## src/rtl/seq_scroll_display_pkg.sv

```systemverilog
// Shared constants and width helper for the scrolling seven-segment driver.
// No clocked logic; imported by the interface, decoder and top.
package seq_display_pkg;

  localparam logic [6:0] SEG_BLANK  = 7'h7F;
  localparam logic [3:0] BLANK_CODE = 4'hF;

  // Counter/index width that never collapses to zero bits.
  function automatic int width_of(input int n);
    return (n <= 2) ? 1 : $clog2(n);
  endfunction

endpackage

```

## src/rtl/seq_scroll_display_if.sv

```systemverilog
// Sequence-in / segment-out bundle of the scrolling display driver.
// master = sequence source and pin observer, slave = the driver itself.
interface seq_scroll_display_if #(
  parameter int N_DIGITS = 8,
  parameter int SEQ_LEN  = 10
);
  localparam int LW = $clog2(SEQ_LEN + 1);
  localparam int PW = seq_display_pkg::width_of(SEQ_LEN);

  logic                  en;
  logic [4*SEQ_LEN-1:0]  seq;
  logic [LW-1:0]         seq_len;
  logic [6:0]            seg;
  logic [N_DIGITS-1:0]   an;
  logic [PW-1:0]         pos;
  logic                  wrap;

  modport master (output en, seq, seq_len, input seg, an, pos, wrap);
  modport slave  (input en, seq, seq_len, output seg, an, pos, wrap);

endinterface

```

## src/rtl/seq_scroll_display_bcd_7seg.sv

```systemverilog
// bcd_7seg: 4-bit code to active-low a..g pattern (bit 0 = a), hex glyphs for 10..15.
// Latency: combinational. Backpressure: none.
module bcd_7seg (
  input  logic [3:0] bcd_i,
  output logic [6:0] seg_o
);

  always_comb begin
    seg_o = 7'h7F;
    case (bcd_i)
      4'h0: seg_o = 7'h40;
      4'h1: seg_o = 7'h79;
      4'h2: seg_o = 7'h24;
      4'h3: seg_o = 7'h30;
      4'h4: seg_o = 7'h19;
      4'h5: seg_o = 7'h12;
      4'h6: seg_o = 7'h02;
      4'h7: seg_o = 7'h78;
      4'h8: seg_o = 7'h00;
      4'h9: seg_o = 7'h10;
      4'hA: seg_o = 7'h08;
      4'hB: seg_o = 7'h03;
      4'hC: seg_o = 7'h46;
      4'hD: seg_o = 7'h21;
      4'hE: seg_o = 7'h06;
      4'hF: seg_o = 7'h0E;
      default: seg_o = 7'h7F;
    endcase
  end

endmodule

```

## src/rtl/seq_scroll_display.sv

```systemverilog
// seq_scroll_display: scans N_DIGITS anodes and scrolls a BCD sequence; SEQ_SCROLL_BLANK_EN blanks code F.
// Latency: seg/an registered 1 clk after scan_tick. Backpressure: none, free-running.
module seq_scroll_display
  import seq_display_pkg::*;
#(
  parameter int N_DIGITS = 8,
  parameter int SEQ_LEN  = 10,
  parameter int SCAN_DIV = 100000,
  parameter int STEP_DIV = 100000000
) (
  input  logic                 clk,
  input  logic                 rst_n,
  seq_scroll_display_if.slave  bus
);

  localparam int LW    = $clog2(SEQ_LEN + 1);
  localparam int PW    = width_of(SEQ_LEN);
  localparam int SW    = width_of(N_DIGITS);
  localparam int CSW   = width_of(SCAN_DIV);
  localparam int CTW   = width_of(STEP_DIV);
  localparam int IW    = width_of(SEQ_LEN + N_DIGITS) + 1;
  localparam int NSUB  = SEQ_LEN + N_DIGITS;

  logic [CSW-1:0]      scan_cnt_q, scan_cnt_d;
  logic [CTW-1:0]      step_cnt_q, step_cnt_d;
  logic [SW-1:0]       slot_q, slot_d;
  logic [PW-1:0]       pos_q, pos_d;
  logic                wrap_q, wrap_d;
  logic [6:0]          seg_q, seg_d;
  logic [N_DIGITS-1:0] an_q, an_d;

  logic                scan_tick, step_tick;
  logic [LW-1:0]       len_eff;
  logic [IW-1:0]       len_x, pos_x, idx;
  logic [3:0]          digit;
  logic [6:0]          dec_seg, disp_seg;

  assign scan_tick = (scan_cnt_q == CSW'(SCAN_DIV - 1));
  assign step_tick = (step_cnt_q == CTW'(STEP_DIV - 1));
  assign len_eff   = (bus.seq_len > LW'(SEQ_LEN)) ? LW'(SEQ_LEN) : bus.seq_len;
  assign len_x     = IW'(len_eff);
  assign pos_x     = IW'(pos_q);

  // Modulo by repeated conditional subtraction; enough passes to cover L=1.
  always_comb begin
    idx = IW'(pos_q) + IW'(slot_q);
    for (int i = 0; i < NSUB; i++) begin
      if (idx >= len_x) idx = idx - len_x;
    end
  end

  always_comb begin
    digit = 4'h0;
    for (int i = 0; i < SEQ_LEN; i++) begin
      if (idx == IW'(i)) digit = bus.seq[4*i +: 4];
    end
  end

  bcd_7seg u_dec (
    .bcd_i (digit),
    .seg_o (dec_seg)
  );

`ifdef SEQ_SCROLL_BLANK_EN
  assign disp_seg = (digit == BLANK_CODE) ? SEG_BLANK : dec_seg;
`else
  assign disp_seg = dec_seg;
`endif

  always_comb begin
    scan_cnt_d = scan_tick ? '0 : scan_cnt_q + 1'b1;
    step_cnt_d = step_tick ? '0 : step_cnt_q + 1'b1;

    slot_d = slot_q;
    if (scan_tick) slot_d = (slot_q == SW'(N_DIGITS - 1)) ? '0 : slot_q + 1'b1;

    // A shrunk length resets pos silently; only a real L-1 -> 0 step wraps.
    pos_d  = pos_q;
    wrap_d = 1'b0;
    if (len_x == '0 || pos_x >= len_x) begin
      pos_d = '0;
    end else if (step_tick && bus.en) begin
      if (pos_x == len_x - 1'b1) begin
        pos_d  = '0;
        wrap_d = 1'b1;
      end else begin
        pos_d = pos_q + 1'b1;
      end
    end

    seg_d = seg_q;
    an_d  = an_q;
    if (len_x == '0) begin
      seg_d = SEG_BLANK;
      an_d  = '1;
    end else if (scan_tick) begin
      seg_d = disp_seg;
      an_d  = ~(N_DIGITS'(1) << (SW'(N_DIGITS - 1) - slot_q));
    end
  end

  always_ff @(posedge clk or negedge rst_n) begin
    if (!rst_n) begin
      scan_cnt_q <= '0;
      step_cnt_q <= '0;
      slot_q     <= '0;
      pos_q      <= '0;
      wrap_q     <= 1'b0;
      seg_q      <= SEG_BLANK;
      an_q       <= '1;
    end else begin
      scan_cnt_q <= scan_cnt_d;
      step_cnt_q <= step_cnt_d;
      slot_q     <= slot_d;
      pos_q      <= pos_d;
      wrap_q     <= wrap_d;
      seg_q      <= seg_d;
      an_q       <= an_d;
    end
  end

  assign bus.seg  = seg_q;
  assign bus.an   = an_q;
  assign bus.pos  = pos_q;
  assign bus.wrap = wrap_q;

endmodule

```

## src/flat_wrapper.sv

```systemverilog
// flat-port wrapper written by rule: the top's interface ports become plain ports
module seq_scroll_display_flat import seq_display_pkg::*;
#(
  parameter int N_DIGITS = 8,
  parameter int SEQ_LEN  = 10,
  parameter int SCAN_DIV = 100000,
  parameter int STEP_DIV = 100000000
)
  (clk, rst_n, bus_en, bus_seq, bus_seq_len, bus_seg, bus_an, bus_pos, bus_wrap);
  seq_scroll_display_if #(.N_DIGITS(N_DIGITS), .SEQ_LEN(SEQ_LEN)) bus_i ();
  input  logic clk;
  input  logic rst_n;
  input wire logic [$bits(bus_i.en)-1:0] bus_en;
  input wire logic [$bits(bus_i.seq)-1:0] bus_seq;
  input wire logic [$bits(bus_i.seq_len)-1:0] bus_seq_len;
  output wire logic [$bits(bus_i.seg)-1:0] bus_seg;
  output wire logic [$bits(bus_i.an)-1:0] bus_an;
  output wire logic [$bits(bus_i.pos)-1:0] bus_pos;
  output wire logic [$bits(bus_i.wrap)-1:0] bus_wrap;
  assign bus_i.en = bus_en;
  assign bus_i.seq = bus_seq;
  assign bus_i.seq_len = bus_seq_len;
  assign bus_seg = bus_i.seg;
  assign bus_an = bus_i.an;
  assign bus_pos = bus_i.pos;
  assign bus_wrap = bus_i.wrap;
  seq_scroll_display #(.N_DIGITS(N_DIGITS), .SEQ_LEN(SEQ_LEN), .SCAN_DIV(SCAN_DIV), .STEP_DIV(STEP_DIV)) u_core (.clk(clk), .rst_n(rst_n), .bus(bus_i));
endmodule
```

## config.mk

```make
export PLATFORM = sky130hd
export DESIGN_NAME = seq_scroll_display_flat
export DESIGN_NICKNAME = d
export VERILOG_FILES = /design/src/rtl/seq_scroll_display_pkg.sv /design/src/rtl/seq_scroll_display_if.sv /design/src/rtl/seq_scroll_display_bcd_7seg.sv /design/src/rtl/seq_scroll_display.sv /design/src/flat_wrapper.sv
export SDC_FILE = /design/constraint.sdc
export NUM_CORES = 1
export LEC_CHECK = 0
export BUFFER_PORTS_ARGS = -buffer_cell sky130_fd_sc_hd__clkbuf_2
export CORE_MARGIN = 10
export CORE_UTILIZATION = 55
export DETAILED_ROUTE_END_ITERATION = 7
export HOLD_SLACK_MARGIN = 0.08
export PLACE_DENSITY = 0.82
export SLEW_MARGIN = 20
export SYNTH_ARGS = -nofsm -noshare
export SYNTH_HDL_FRONTEND = slang
export SYNTH_SLANG_ARGS = --single-unit
```

## constraint.sdc

```tcl
create_clock -name clk -period 46.1 [get_ports clk]
set_input_delay 2.305 -clock clk [delete_from_list [all_inputs] [get_ports clk]]
set_output_delay 2.305 -clock clk [all_outputs]
set_load 0.02 [all_outputs]
```

# Yosys cells after proc, flatten, opt, wreduce, memory -nomap -nowiden
# Memories as Yosys holds them, arrays and structs flattened.
# Index checks and enable logic that the tools add are counted.
# op_classes
reduce_logical,6
muxes,42
n_lt_le_gt_ge,20
eq_ne,13
shifts,1
bitwise_logic,1
addsub,25
# op_table
cell,n
6-bit by 4-bit >= comparator with 1-bit output,18
6-bit two-way mux,18
6-bit by 4-bit subtractor with 6-bit output,18
4-bit two-way mux,14
27-bit by 1-bit adder with 27-bit output (second input constant),1
27-bit == test (second input constant),1
27-bit two-way mux,1
6-bit by 3-bit == test with 1-bit output (second input constant),4
17-bit by 1-bit adder with 17-bit output (second input constant),1
17-bit == test (second input constant),1
17-bit two-way mux,1
8-bit two-way mux,2
7-bit two-way mux,2
6-bit by 2-bit == test with 1-bit output (second input constant),2
6-bit by 4-bit == test with 1-bit output (second input constant),2
6-bit zero test,2
8-bit inverter,1
1-bit by 3-bit << shifter with 8-bit output (first input constant),1
4-bit by 6-bit == test with 1-bit output,1
6-bit by 1-bit == test with 1-bit output (second input constant),1
4-bit by 3-bit adder with 5-bit output,1
4-bit by 1-bit subtractor with 5-bit output (second input constant),1
4-bit by 1-bit adder with 4-bit output (second input constant),1
4-bit >= comparator,1
other kinds (9),12
# totals
memories,1
ff_bits,67
input_bits,47
mem_bits_ro,112
# memory_table
name,depth,width,rd,rd_ports_with_merged_regs,wr,line,text
(no name shown),16,7,1,0,0,seq_scroll_display_bcd_7seg.sv:10,case (bcd_i)

# Depth between registers and ports, before layout
# An unclocked memory read counts as a cell.
# depth
depth_word,52
mapped_depth,189
depth_no_buf,175

# Hierarchy
# From an unflattened synthesis, not the netlist that was laid out.
# hier_totals
hier_cells,1392
area_unflattened_um2,11254.5
# modules_own_cells
module,n_inst,cells_each,seq_area_each_um2,area_per_inst_um2
seq_scroll_display,1,1361,1695.4,11001.8
bcd_7seg,1,31,0.0,252.7

# Worst setup path after synthesis
# No wires, ideal clock.
# synth_path
kind,input port to flip-flop
from,input bus_seq_len[3]
to,"register u_core.seg_q[0], in the netlist u_core.bus.seg[0]"
slack_ns,9.026
t_required_ns,46.014
stages,169
arrival_ns,36.988
n_path_buf,15
cell_sequence,buf_2 -> buf_6 -> buf_6 -> buf_6 -> clkbuf_1 -> buf_1 -> a21oi_1 -> inv_1 -> fa_1 -> and3b_1 -> or4_1 -> buf_2 -> nor3_2 -> nor2_1 -> xnor2_1 -> ha_1 -> fa_1 -> nand2b_1 -> [133 not listed] -> nor2b_1 -> o21ai_0 -> and2b_1 -> and4_1 -> buf_4 -> nand3_4 -> and2_1 -> buf_6 -> buf_6 -> mux2i_1 -> o22ai_1 -> nor4_2 -> inv_1 -> ha_1 -> inv_1 -> nor2_1 -> a221oi_1 -> a21oi_1
# synth_via
elab_chain_len,52
word_cells_on_any_way,81
classes_between,add/sub (18); order compare (19); eq/ne (9); mux (31); reduce/logical (3); memory (1)
# synth_lines
element,line,text
start: declaration,flat_wrapper.sv:15,input wire logic [$bits(bus_i.seq_len)-1:0] bus_seq_len;
4-bit > comparator,seq_scroll_display.sv:40,assign len_eff = (bus.seq_len > LW'(SEQ_LEN)) ? LW'(SEQ_LEN) : bus.seq_len;
4-bit two-way mux *,seq_scroll_display.sv:40,
6-bit by 4-bit subtractor with 6-bit output / 6-bit by 4-bit >= comparator with 1-bit output (equally long branches),seq_scroll_display.sv:48,if (idx >= len_x) idx = idx - len_x;
6-bit two-way mux,seq_scroll_display.sv:48,
6-bit by 4-bit subtractor with 6-bit output / 6-bit by 4-bit >= comparator with 1-bit output (equally long branches),seq_scroll_display.sv:48,
6-bit two-way mux,seq_scroll_display.sv:48,
6-bit by 4-bit subtractor with 6-bit output / 6-bit by 4-bit >= comparator with 1-bit output (equally long branches),seq_scroll_display.sv:48,
6-bit two-way mux,seq_scroll_display.sv:48,
[27 not listed],--,
6-bit two-way mux,seq_scroll_display.sv:48,
6-bit by 4-bit subtractor with 6-bit output / 6-bit by 4-bit >= comparator with 1-bit output (equally long branches),seq_scroll_display.sv:48,
6-bit two-way mux,seq_scroll_display.sv:48,
6-bit zero test,seq_scroll_display.sv:55,if (idx == IW'(i)) digit = bus.seq[4*i +: 4];
4-bit two-way mux (10 in series),seq_scroll_display.sv:55,
memory read 16 x 7 bit,--,
7-bit two-way mux,seq_scroll_display.sv:96,end else if (scan_tick) begin
7-bit two-way mux,seq_scroll_display.sv:93,if (len_x == '0) begin
end signal: assignment,seq_scroll_display.sv:117,seg_q <= seg_d;
end: declaration,seq_scroll_display.sv:29,"logic [6:0] seg_q, seg_d;"
# Every way passes the cells marked *; elsewhere a longest branch is shown, timed or not. The select of a mux whose other input is x is not followed.
# A chain may end at the register's enable or synchronous reset.

# Worst setup path after layout
# Ends and elaborated chain as after synthesis.

==> metrics <==
delay contributed by the slowest stage of the critical path 0.62 ns; gr busiest metal met2; clock insertion delay at the later pin of the skew report 0.34 ns; share of cell area taken by muxes after synthesis 4.40%; die width 166 µm; initial antenna violation count 0; library cell with the largest summed area after synthesis dfrtp_1; post-synthesis cell count 1485; buffer and inverter count on the worst path 19; kind of cell with the highest combined delay on the critical path simple AND/OR/NAND/NOR gates; xor-xnor portion of the synthesized cell area 7.97%; met2 Use GR 36.3%; endpoint of the lowest-slack register-to-register path u_core.bus.seg[0]$_DFFE_PN1P_; routed length per placed instance 16.8 µm; die outline height 166 µm; drt pass-1 iters 6; Layout area overhead 6.71%; Via-to-Cell Ratio 6.41; Clock Tree Buf Depth 2; critical path startpoint category input pin; Post-synth ARST share 100%; dominant combinational cell family by area after synthesis simple AND/OR/NAND/NOR gates; final instance area 0.0126 mm²; worst slew margin relative to its limit 31.4%; hold buffer count at CTS 0; Fin Hold WS 0.459 ns; R2R cell count 157; clock-pin transition on the worst setup and hold timing paths 0.06 ns; worst-path cell with the longest stage delay nor4_2; number of global-route vias before repair 11200; clock net sink count 67; total congestion overflow after global routing 0; quantity of I/O buffers inserted on ports 66; detailed router's first-iteration violation count 875; fraction of the cycle the final worst path needs 86.4%; DR DRC count 0; final setup violation count 0; critical register-to-register path startpoint u_core.bus.pos[2]$_DFFE_PN0P_; Root Buffer Master clkbuf_16; met1 track demand over resource in global routing 27.2%; Filler cells 1811; core footprint 0.0210 mm²; synthesized netlist net count 1641; post-detailed-routing wire length 30300 µm; buffers inserted during post-CTS setup optimization 0; Pins Over Slew Limit 0; critical path capture point type flip-flop; fraction of the mapped netlist area in compound gates 27.5%; Routed Antenna Nets 0; maximum fanout count along the critical path 59; Die Footprint 0.0277 mm²; data arrival time of the worst path 40.10 ns; top-area cell type share of the netlist area 11.0%; Post-Route Setup TNS 0 ns; Final Hold Viols 0; combined area of all synthesized cells 0.0118 mm²; met3 track demand over resource 3.12%; most used cell along the critical path ha_1; unrepaired setup endpoints after global routing no; share of synthesized cell area in and, or, nand and nor gates 28.7%; largest cells by area after synthesis dfrtp_1 (11%), ha_1 (9.6%), nand2_1 (5.0%); post-cts sizing count 0; TritonCTS clock tree built; stages on the worst setup path 159; count of maximum capacitance violations 0; HPWL after detailed placement 23400 µm; sequential share of the synthesized area 14.4%; number of top-level pins 67; skew final 0.00591 ns; Max Fclk 0.0251 GHz; pin slew with the least headroom to its limit 1.02 ns; via count 11600; predominant post-synthesis flop cell dfrtp_1; outcome finished clean; start point of the critical path bus_seq_len[3]; Hold Crit Start u_core.step_cnt_q[0]$_DFF_PN0_; Post-Syn Area per Cell 7.93 µm²; Placed Area 0.0122 mm²; Post-Synth Adder-Cell Area 12.9%; total inserted antenna cells 0; clock buffers created by TritonCTS 9; number of synthesized register bits 67; initial cell density of the core 56.0%; deepest level of the CTS H-tree 3; number of synthesized flops with an enable pin 0; CP required 46.36 ns; global-route wire length before repair 52400 µm; number of distinct library cells after synthesis 140; Post-layout nets 1685; final estimated routing congestion in global placement 0.949; total number of yosys warnings 0; crit path capture u_core.bus.seg[0]$_DFFE_PN1P_; # rows 53; total global routing track utilization 21.1%; fraction of layout instances using a drive strength above 1 14.5%; crit path time final 39.83 ns; pin count of the biggest net entering global routing 68; Hold/Removal Path Class reg2reg; slack of the worst reg-to-reg path 7.83 ns; worst setup path category in2reg
==> flip-flops by register name (all words and copies together) (netlist names) <==
| name | cells |
|---|---|
| u_core.scan_cnt_q | 17 |
| u_core.bus.wrap | 1 |
| u_core.bus.seg | 7 |
| u_core.step_cnt_q | 27 |
| u_core.bus.pos | 4 |
| u_core.slot_q | 3 |
| u_core.bus.an | 8 |
==> synthesized netlist by cell type, drive strengths merged (6+ instances only) <==
cell     number
nand2       159
nor2        123
ha           90
a21oi        88
o21ai        88
nand3        77
inv          57
xnor2        55
dfrtp        52
xor2         47
nor3         40
nor2b        31
buf          29
a21o         27
mux2i        27
nor4         27
and3         24
nand2b       23
nand4        22
or3          22
a211oi       21
and2         21
mux2         21
o211ai       20
a31oi        19
fa           19
o21a         16
dfstp        15
o31ai        13
clkbuf       12
o211a        11
or4          11
a21boi        9
o22ai         9
or2           9
and4          8
nor3b         7
o31a          7
a2111oi       6
a221oi        6
a41o          6
==> worst register-to-register path: cells and delay by family, from the launching register on <==
family,cells,cell delay (ns)
XOR/XNOR,3,0.85
adder cells (fa/ha/maj),25,8.12
AND/OR/NAND/NOR,60,13.13
flip-flops,1,0.50
buffers and inverters,15,2.06
multiplexers,10,3.24
AO/OA/AOI/OAI,44,10.32
==> routing by layer <==
| metal | wire length [µm] | part of all wire [%] |
|---|---|---|
| met1 | 13600 | 45 |
| met5 | 0 | 0 |
| met2 | 14600 | 48 |
| met3 | 1800 | 6.0 |
| met4 | 389 | 1.3 |
==> placed cells by master (no fill, tap or decap), drive strengths merged, types with 23 or more instances in the layout <==
master	count
a21o	27
a21oi	88
and3	24
clkbuf	74
dfrtp	52
ha	90
inv	58
mux2i	27
nand2	159
nand2b	23
nand3	77
nor2	123
nor2b	31
nor3	40
nor4	27
o21ai	88
xnor2	55
xor2	47
==> per-stage QoR <==
stage / instances / utilization (%) / setup slack (ns)
2_1_floorplan: 1485 / - / 9.03
3_3_place_gp: 1793 / 58.2 / 7.42
3_5_place_dp: 1793 / 58.2 / 6.30
4_1_cts: 1809 / 59.8 / 6.56
5_1_grt: 1809 / 59.8 / 2.63
6_report: 1809 / 59.8 / 6.27
==> layout make-up <==
cell class	count	area, µm²	share of cell area, %
Clock buffer	9	225	1.79
Clock inverter	7	101	0.806
Inverter	57	214	1.70
Multi-Input combinational cell	1319	9590	76.3
Sequential cell	67	1700	13.5
Tap cell	275	344	2.74
Timing Repair Buffer	75	398	3.17
==> worst min-delay path by stage <==
stage / cells after the start / end / slack (ns)
2_1_floorplan: 1 / u_core.step_cnt_q[0]$_DFF_PN0_ / 0.43
3_3_place_gp: 1 / u_core.step_cnt_q[0]$_DFF_PN0_ / 0.45
3_5_place_dp: 1 / u_core.step_cnt_q[0]$_DFF_PN0_ / 0.45
4_1_cts: 1 / u_core.step_cnt_q[0]$_DFF_PN0_ / 0.46
5_1_grt: 1 / u_core.step_cnt_q[6]$_DFF_PN0_ / 0.48
6_report: 1 / u_core.step_cnt_q[0]$_DFF_PN0_ / 0.46
==> cell families after synthesis <==
logic type / Yosys count
simple gates: 631
compound gates: 426
fa+ha+maj: 110
xor+xnor: 104
buf+inv: 99
flops: 67
mux: 48
Power is not shown: default switching activity piles up to over one toggle a cycle in this logic, so the estimate is an artifact.
